## config.mk

```make
export PLATFORM = sky130hd
export DESIGN_NAME = crc_stage
export DESIGN_NICKNAME = d
export VERILOG_FILES = /design/src/rtl/crc_pkg.sv /design/src/rtl/crc_stage.sv
export SDC_FILE = /design/constraint.sdc
export NUM_CORES = 1
export LEC_CHECK = 0
export ABC_AREA = 1
export CAP_MARGIN = 20
export CORE_UTILIZATION = 43
export CTS_CLUSTER_SIZE = 30
export DETAILED_ROUTE_END_ITERATION = 10
export GPL_ROUTABILITY_DRIVEN = 0
export PLACE_DENSITY = 0.83
export SETUP_SLACK_MARGIN = 0.1
export SYNTH_ARGS = -nofsm -noshare
export SYNTH_HDL_FRONTEND = slang
export SYNTH_SLANG_ARGS = --single-unit
```

## constraint.sdc

```tcl
create_clock -name clk -period 0.95 [get_ports clk]
set_input_delay 0.095 -clock clk [delete_from_list [all_inputs] [get_ports clk]]
set_output_delay 0.095 -clock clk [all_outputs]
set_load 0.1 [all_outputs]
```

## src/rtl/crc_pkg.sv

```systemverilog
`default_nettype none
// +----------------------------------------------------------------------------+
// | crc_pkg: shared CRC helpers (bit-serial advance, stage sizing)             |
// | Revision: 1.0                                                              |
// +----------------------------------------------------------------------------+
package crc_pkg;

  localparam int c_MAX_W = 64;

  function automatic int stage_bits(input int word_len, input int big);
    return (big != 0) ? word_len : word_len / 2;
  endfunction

  function automatic int num_stages(input int len, input int word_len, input int big);
    return len / stage_bits(word_len, big);
  endfunction

  // MSB-first serial CRC update; constant nbits/width unroll to pure XOR logic.
  function automatic logic [c_MAX_W-1:0] crc_advance(
    input logic [c_MAX_W-1:0] crc,
    input logic [c_MAX_W-1:0] bits,
    input int                 nbits,
    input int                 width,
    input logic [c_MAX_W-1:0] poly
  );
    logic [c_MAX_W-1:0] r;
    logic [c_MAX_W-1:0] mask;
    logic               fb;
    mask = (width >= c_MAX_W) ? '1 : ((c_MAX_W'(1) << width) - c_MAX_W'(1));
    r    = crc & mask;
    for (int i = c_MAX_W - 1; i >= 0; i--) begin
      if (i < nbits) begin
        fb = r[width-1] ^ bits[i];
        r  = ((r << 1) ^ (fb ? poly : '0)) & mask;
      end
    end
    return r;
  endfunction

endpackage
`default_nettype wire

```

## src/rtl/crc_stage.sv

```systemverilog
`default_nettype none
// +----------------------------------------------------------------------------+
// | crc_stage: advances the CRC by p_k bits and forwards the carried word      |
// | Revision: 1.0                                                              |
// +----------------------------------------------------------------------------+
module crc_stage
  import crc_pkg::*;
#(
  parameter int                   p_k            = 8,
  parameter int                   p_width        = 8,
  parameter logic [p_width-1:0]   p_polynom      = 8'h31,
  parameter int                   p_half         = 0,   // 0: whole word, 1: upper half, 2: lower half
  parameter int                   p_inp_data_len = 8
) (
  input  logic                      clk,
  input  logic                      rstN,
  input  logic [p_width-1:0]        i_crc,
  input  logic [p_inp_data_len-1:0] i_data,
  output logic [p_width-1:0]        o_crc,
  output logic [p_inp_data_len-1:0] o_data
);

  logic [p_k-1:0]            w_bits;
  logic [p_width-1:0]        w_next;
  logic [p_width-1:0]        r_crc;
  logic [p_inp_data_len-1:0] r_data;

  if (p_half == 1) begin : g_upper
    assign w_bits = i_data[p_inp_data_len-1 -: p_k];
  end else if (p_half == 2) begin : g_lower
    assign w_bits = i_data[p_k-1:0];
  end else begin : g_full
    assign w_bits = i_data;
  end

  assign w_next = p_width'(crc_advance(c_MAX_W'(i_crc), c_MAX_W'(w_bits), p_k, p_width,
                                       c_MAX_W'(p_polynom)));

  always_ff @(posedge clk or negedge rstN) begin
    if (!rstN) begin
      r_crc  <= '0;
      r_data <= '0;
    end else begin
      r_crc  <= w_next;
      r_data <= i_data;
    end
  end

  assign o_crc  = r_crc;
  assign o_data = r_data;

endmodule
`default_nettype wire

```

==> flow_summary.yaml, run 1 <==
synth:
  synthCells: 78
  synth_fp_nets: 96
  syn_avg_cell_area_sq_um: 9.58
  yosysSeqAreaShare: 0.536
  ys_types: 12
  ys.warnings.count: 0
  synth_top_area_cell: "dfrtp_1"
  ys_ff_latch: 16
  synth_area_leaders: "dfrtp_1 54%, nand2_1 14%, xor2_1 7.0%"
  synth.cell_area_sq_um: 747
  synth.top_cell.area_share: 0.536
clock_network:
  cts.sink_count: 16
  htreeDepth: 1
  cts_buffers: 3
  clockBufferDepth: 2
  cts_root_buffer: "clkbuf_4"
die:
  die_w_microns: 43.7
  chipHeight_microns: 43.7
  num_io_pins: 34
  start_util: 0.479
  rows: 14
sta:
  worst_endpoint: "o_crc[4]"
  worst_endpoint_kind: "top-level output"
outcome:
  stop_stage: "5_1_grt"
  stop_error: "[ERROR DPL-0033] detailed placement checks failed during check placement."
  status: "did not finish"
global_route:
  grt_max_degree: 17
  antenna_found_initial: 0
place:
  io_buffers: 33
  dp_cells: 132
  place_ws_ns: -0.539
  hpwl_microns: 1460
-- cell usage after synthesis, drive strengths merged --
cell type / instances
nand3b: 1
nand3: 10
nand2: 28
dfrtp: 16
xnor2: 7
inv: 6
xor2: 7
nand4: 1
nor2: 2
-- kinds of logic after synthesis --
family	Yosys count	share of synthesized area
XOR/XNOR	14	0.194
buffers and inverters	6	0.0301
AND/OR/NAND/NOR	42	0.240
flip-flops	16	0.536
-- timing repair --
action                                 in CTS
pin swaps                                  20
setup endpoints to repair                  24
endpoints found under the hold margin       1
gates resized for setup                    54
setup buffers                               4
hold buffers                                1
-- through the flow --
| step | cell area [sq um] | hold slack [ns] |
|---|---|---|
| global placement | 1320 | 0.435 |
| floorplan | 767 | -0.201 |
| CTS | 1460 | 0.0573 |
| detailed placement | 1320 | 0.439 |
==> inputs of run 2 (changes only) <==
--- a/config.mk
+++ b/config.mk
@@ -7,12 +7,11 @@
 export LEC_CHECK = 0
 export ABC_AREA = 1
 export CAP_MARGIN = 20
-export CORE_UTILIZATION = 43
-export CTS_CLUSTER_SIZE = 30
+export CORE_AREA = 2 2 63 65
 export DETAILED_ROUTE_END_ITERATION = 10
+export DIE_AREA = 0 0 65 67
 export GPL_ROUTABILITY_DRIVEN = 0
-export PLACE_DENSITY = 0.83
-export SETUP_SLACK_MARGIN = 0.1
+export PLACE_DENSITY_LB_ADDON = 0.15
 export SYNTH_ARGS = -nofsm -noshare
 export SYNTH_HDL_FRONTEND = slang
 export SYNTH_SLANG_ARGS = --single-unit
==> run 2 against run 1 <==
The run now ends clean. Area after synthesis did not move. Synthesized cell count did not move.
==> flow_summary.yaml, run 2 <==
outcome:
  status: "complete, no violations"
sta:
  setup_viol: 0
  setup_tns_ns: 0
  rsz0062_at_grt: "yes"
  maxSlewHeadroom: 0.825
  min_period_ns: 0.930
  setup_ws_ns: 0.0201
  period_share: 0.979
  slew_violations: 0
  tightest_slew_ns: 0.262
  hold_viol: 0
  max_clock_freq_mhz: 1080
  holdWs_ns: 0.0358
finish:
  final_cell_mix: "19 x nand2_1, 17 x buf_12, 16 x dfrtp_2"
  fin_nets: 142
  layout_commonest_cell: "nand2_1"
  postLayoutCoreUtil: 0.419
  diodes: 0
  layout-drive-gt1-share: 0.582
  syn_to_final_growth_pct: 102
setup_path:
  critPathTopFamily: "flip-flops"
  critPathKind: "register to output port"
  crit_fanout: 1
  worstPathArrival_ns: 0.83
  cp-start-kind: "register"
  path_cells: "buf_12"
  worstPathRequired_ns: 0.85
  crit_slowest_cell: "dfrtp_2"
  crit_buf_inv: 1
  cp_slowest_stage_delay_ns: 0.42
  critPathCaptureType: "output port"
synth:
  synth_top_area_cell: "dfrtp_1"
  synthCells: 78
  async_reset_ff_frac: 1.00
  ys.warnings.count: 0
  ys_types: 12
  synth_area_leaders: "dfrtp_1 54%, nand2_1 14%, xor2_1 7.0%"
  yosysSeqAreaShare: 0.536
  synth_fp_nets: 96
  synth_commonest_cells: "27 x nand2_1, 16 x dfrtp_1, 10 x nand3_1"
  synth.cell_area_sq_um: 747
  synth.top_cell.area_share: 0.536
  synth.most_common_cell: "nand2_1"
  ys_ff_latch: 16
  synth_edf_count: 0
  ys.flop_type: "dfrtp_1"
  syn_avg_cell_area_sq_um: 9.58
route:
  wire_per_inst_microns: 10.6
  route.detailed.drc: 0
  vias_per_cell: 3.96
  final_antenna_net_count: 0
  firstDrtPassIters: 4
  dr_total_vias: 673
  drt_iter0_markers: 4
  wirelength_microns: 1800
hold_path:
  hp-start: "i_data[7]"
  holdCritPathClass: "primary input to register"
  worstHoldEndpoint: "o_data[7]"
  whs_path_depth: 1
clock_network:
  cts_root_buffer: "clkbuf_8"
  cts.sink_count: 16
  cts_buffers: 3
  cts_tree: "built"
  clockBufferDepth: 2
  htreeDepth: 1
  clkSlewWorstSetupHoldPaths_ns: 0.06
power:
  ir_drop_v: 0.000604
  pwr_density_cell_mw_per_mm2: 2060
  p_leak_nw: 0.710
place:
  io_buffers: 33
  hpwl_microns: 1450
  place_ws_ns: -0.565
die:
  rows: 22
  die_w_microns: 65
  coreArea_sq_mm: 0.00361
  die_area_sq_mm: 0.00436
  chipHeight_microns: 67
  start_util: 0.207
  num_io_pins: 34
run:
  cap_violations: 0
global_route:
  grt_pass1_wl_microns: 2960
  grt_overflow_total: 0
  grt_max_degree: 17
  grt_pass1_vias: 696
  grt_usage: 0.0920
  antenna_found_initial: 0
-- run 2: how the worst max path moves through the flow --
stage                    from  endpoint  slack, ns  depth (start not counted)
global placement    i_data[7]  o_crc[5]      -0.50                          7
floorplan           i_data[7]  o_crc[5]       0.12                          6
global route         o_crc[4]  o_crc[4]     -0.007                          1
finish               o_crc[4]  o_crc[4]       0.02                          1
CTS                  o_crc[4]  o_crc[4]      0.005                          1
detailed placement  i_data[7]  o_crc[5]      -0.56                          7
-- run 2: power breakdown --
part	total, mW	switching, mW	internal [mW]
combinational	1.71	1.08	0.629
sequential	0.895	0.0876	0.808
clock	0.506	0.225	0.281
total	3.11	1.39	1.72
-- run 2: kinds of logic (layout without fill, tap and decap cells) --
logic type / Yosys count / in the layout / share of synthesized area
simple gates: 42 / 42 / 0.240
buf+inv: 6 / 50 / 0.0301
flops: 16 / 16 / 0.536
xor+xnor: 14 / 14 / 0.194
-- run 2: final cells by class --
cell class,instances,area [sq um]
fillers,346,2100
repair buffers,41,539
multi-input cells,56,427
flip-flops and latches,16,420
well taps,48,60.1
clock buffers,3,41.3
inverters,6,22.5
-- run 2: layer usage --
layer,global-route usage,part of all wire
met1,0.100,0.38
met2,0.162,0.54
met3,0.0253,0.053
met4,0.0479,0.021
met5,0,0
-- run 2: metrics by stage --
step	total power, mW	std cells	cell area, sq um
finish	3.11	170	1510
global route	3.24	170	1510
CTS	3.11	169	1450
detailed placement	2.58	165	1380
global placement	2.57	165	1380
floorplan	1.86	78	767
-- run 2: repair_timing --
action,4_1_cts,5_1_grt
setup buffers,1,1
gates resized for setup,26,20
pin swaps,12,11
hold buffers,0,0
setup endpoints to repair,8,6
Power figures use the tool's default switching activity.
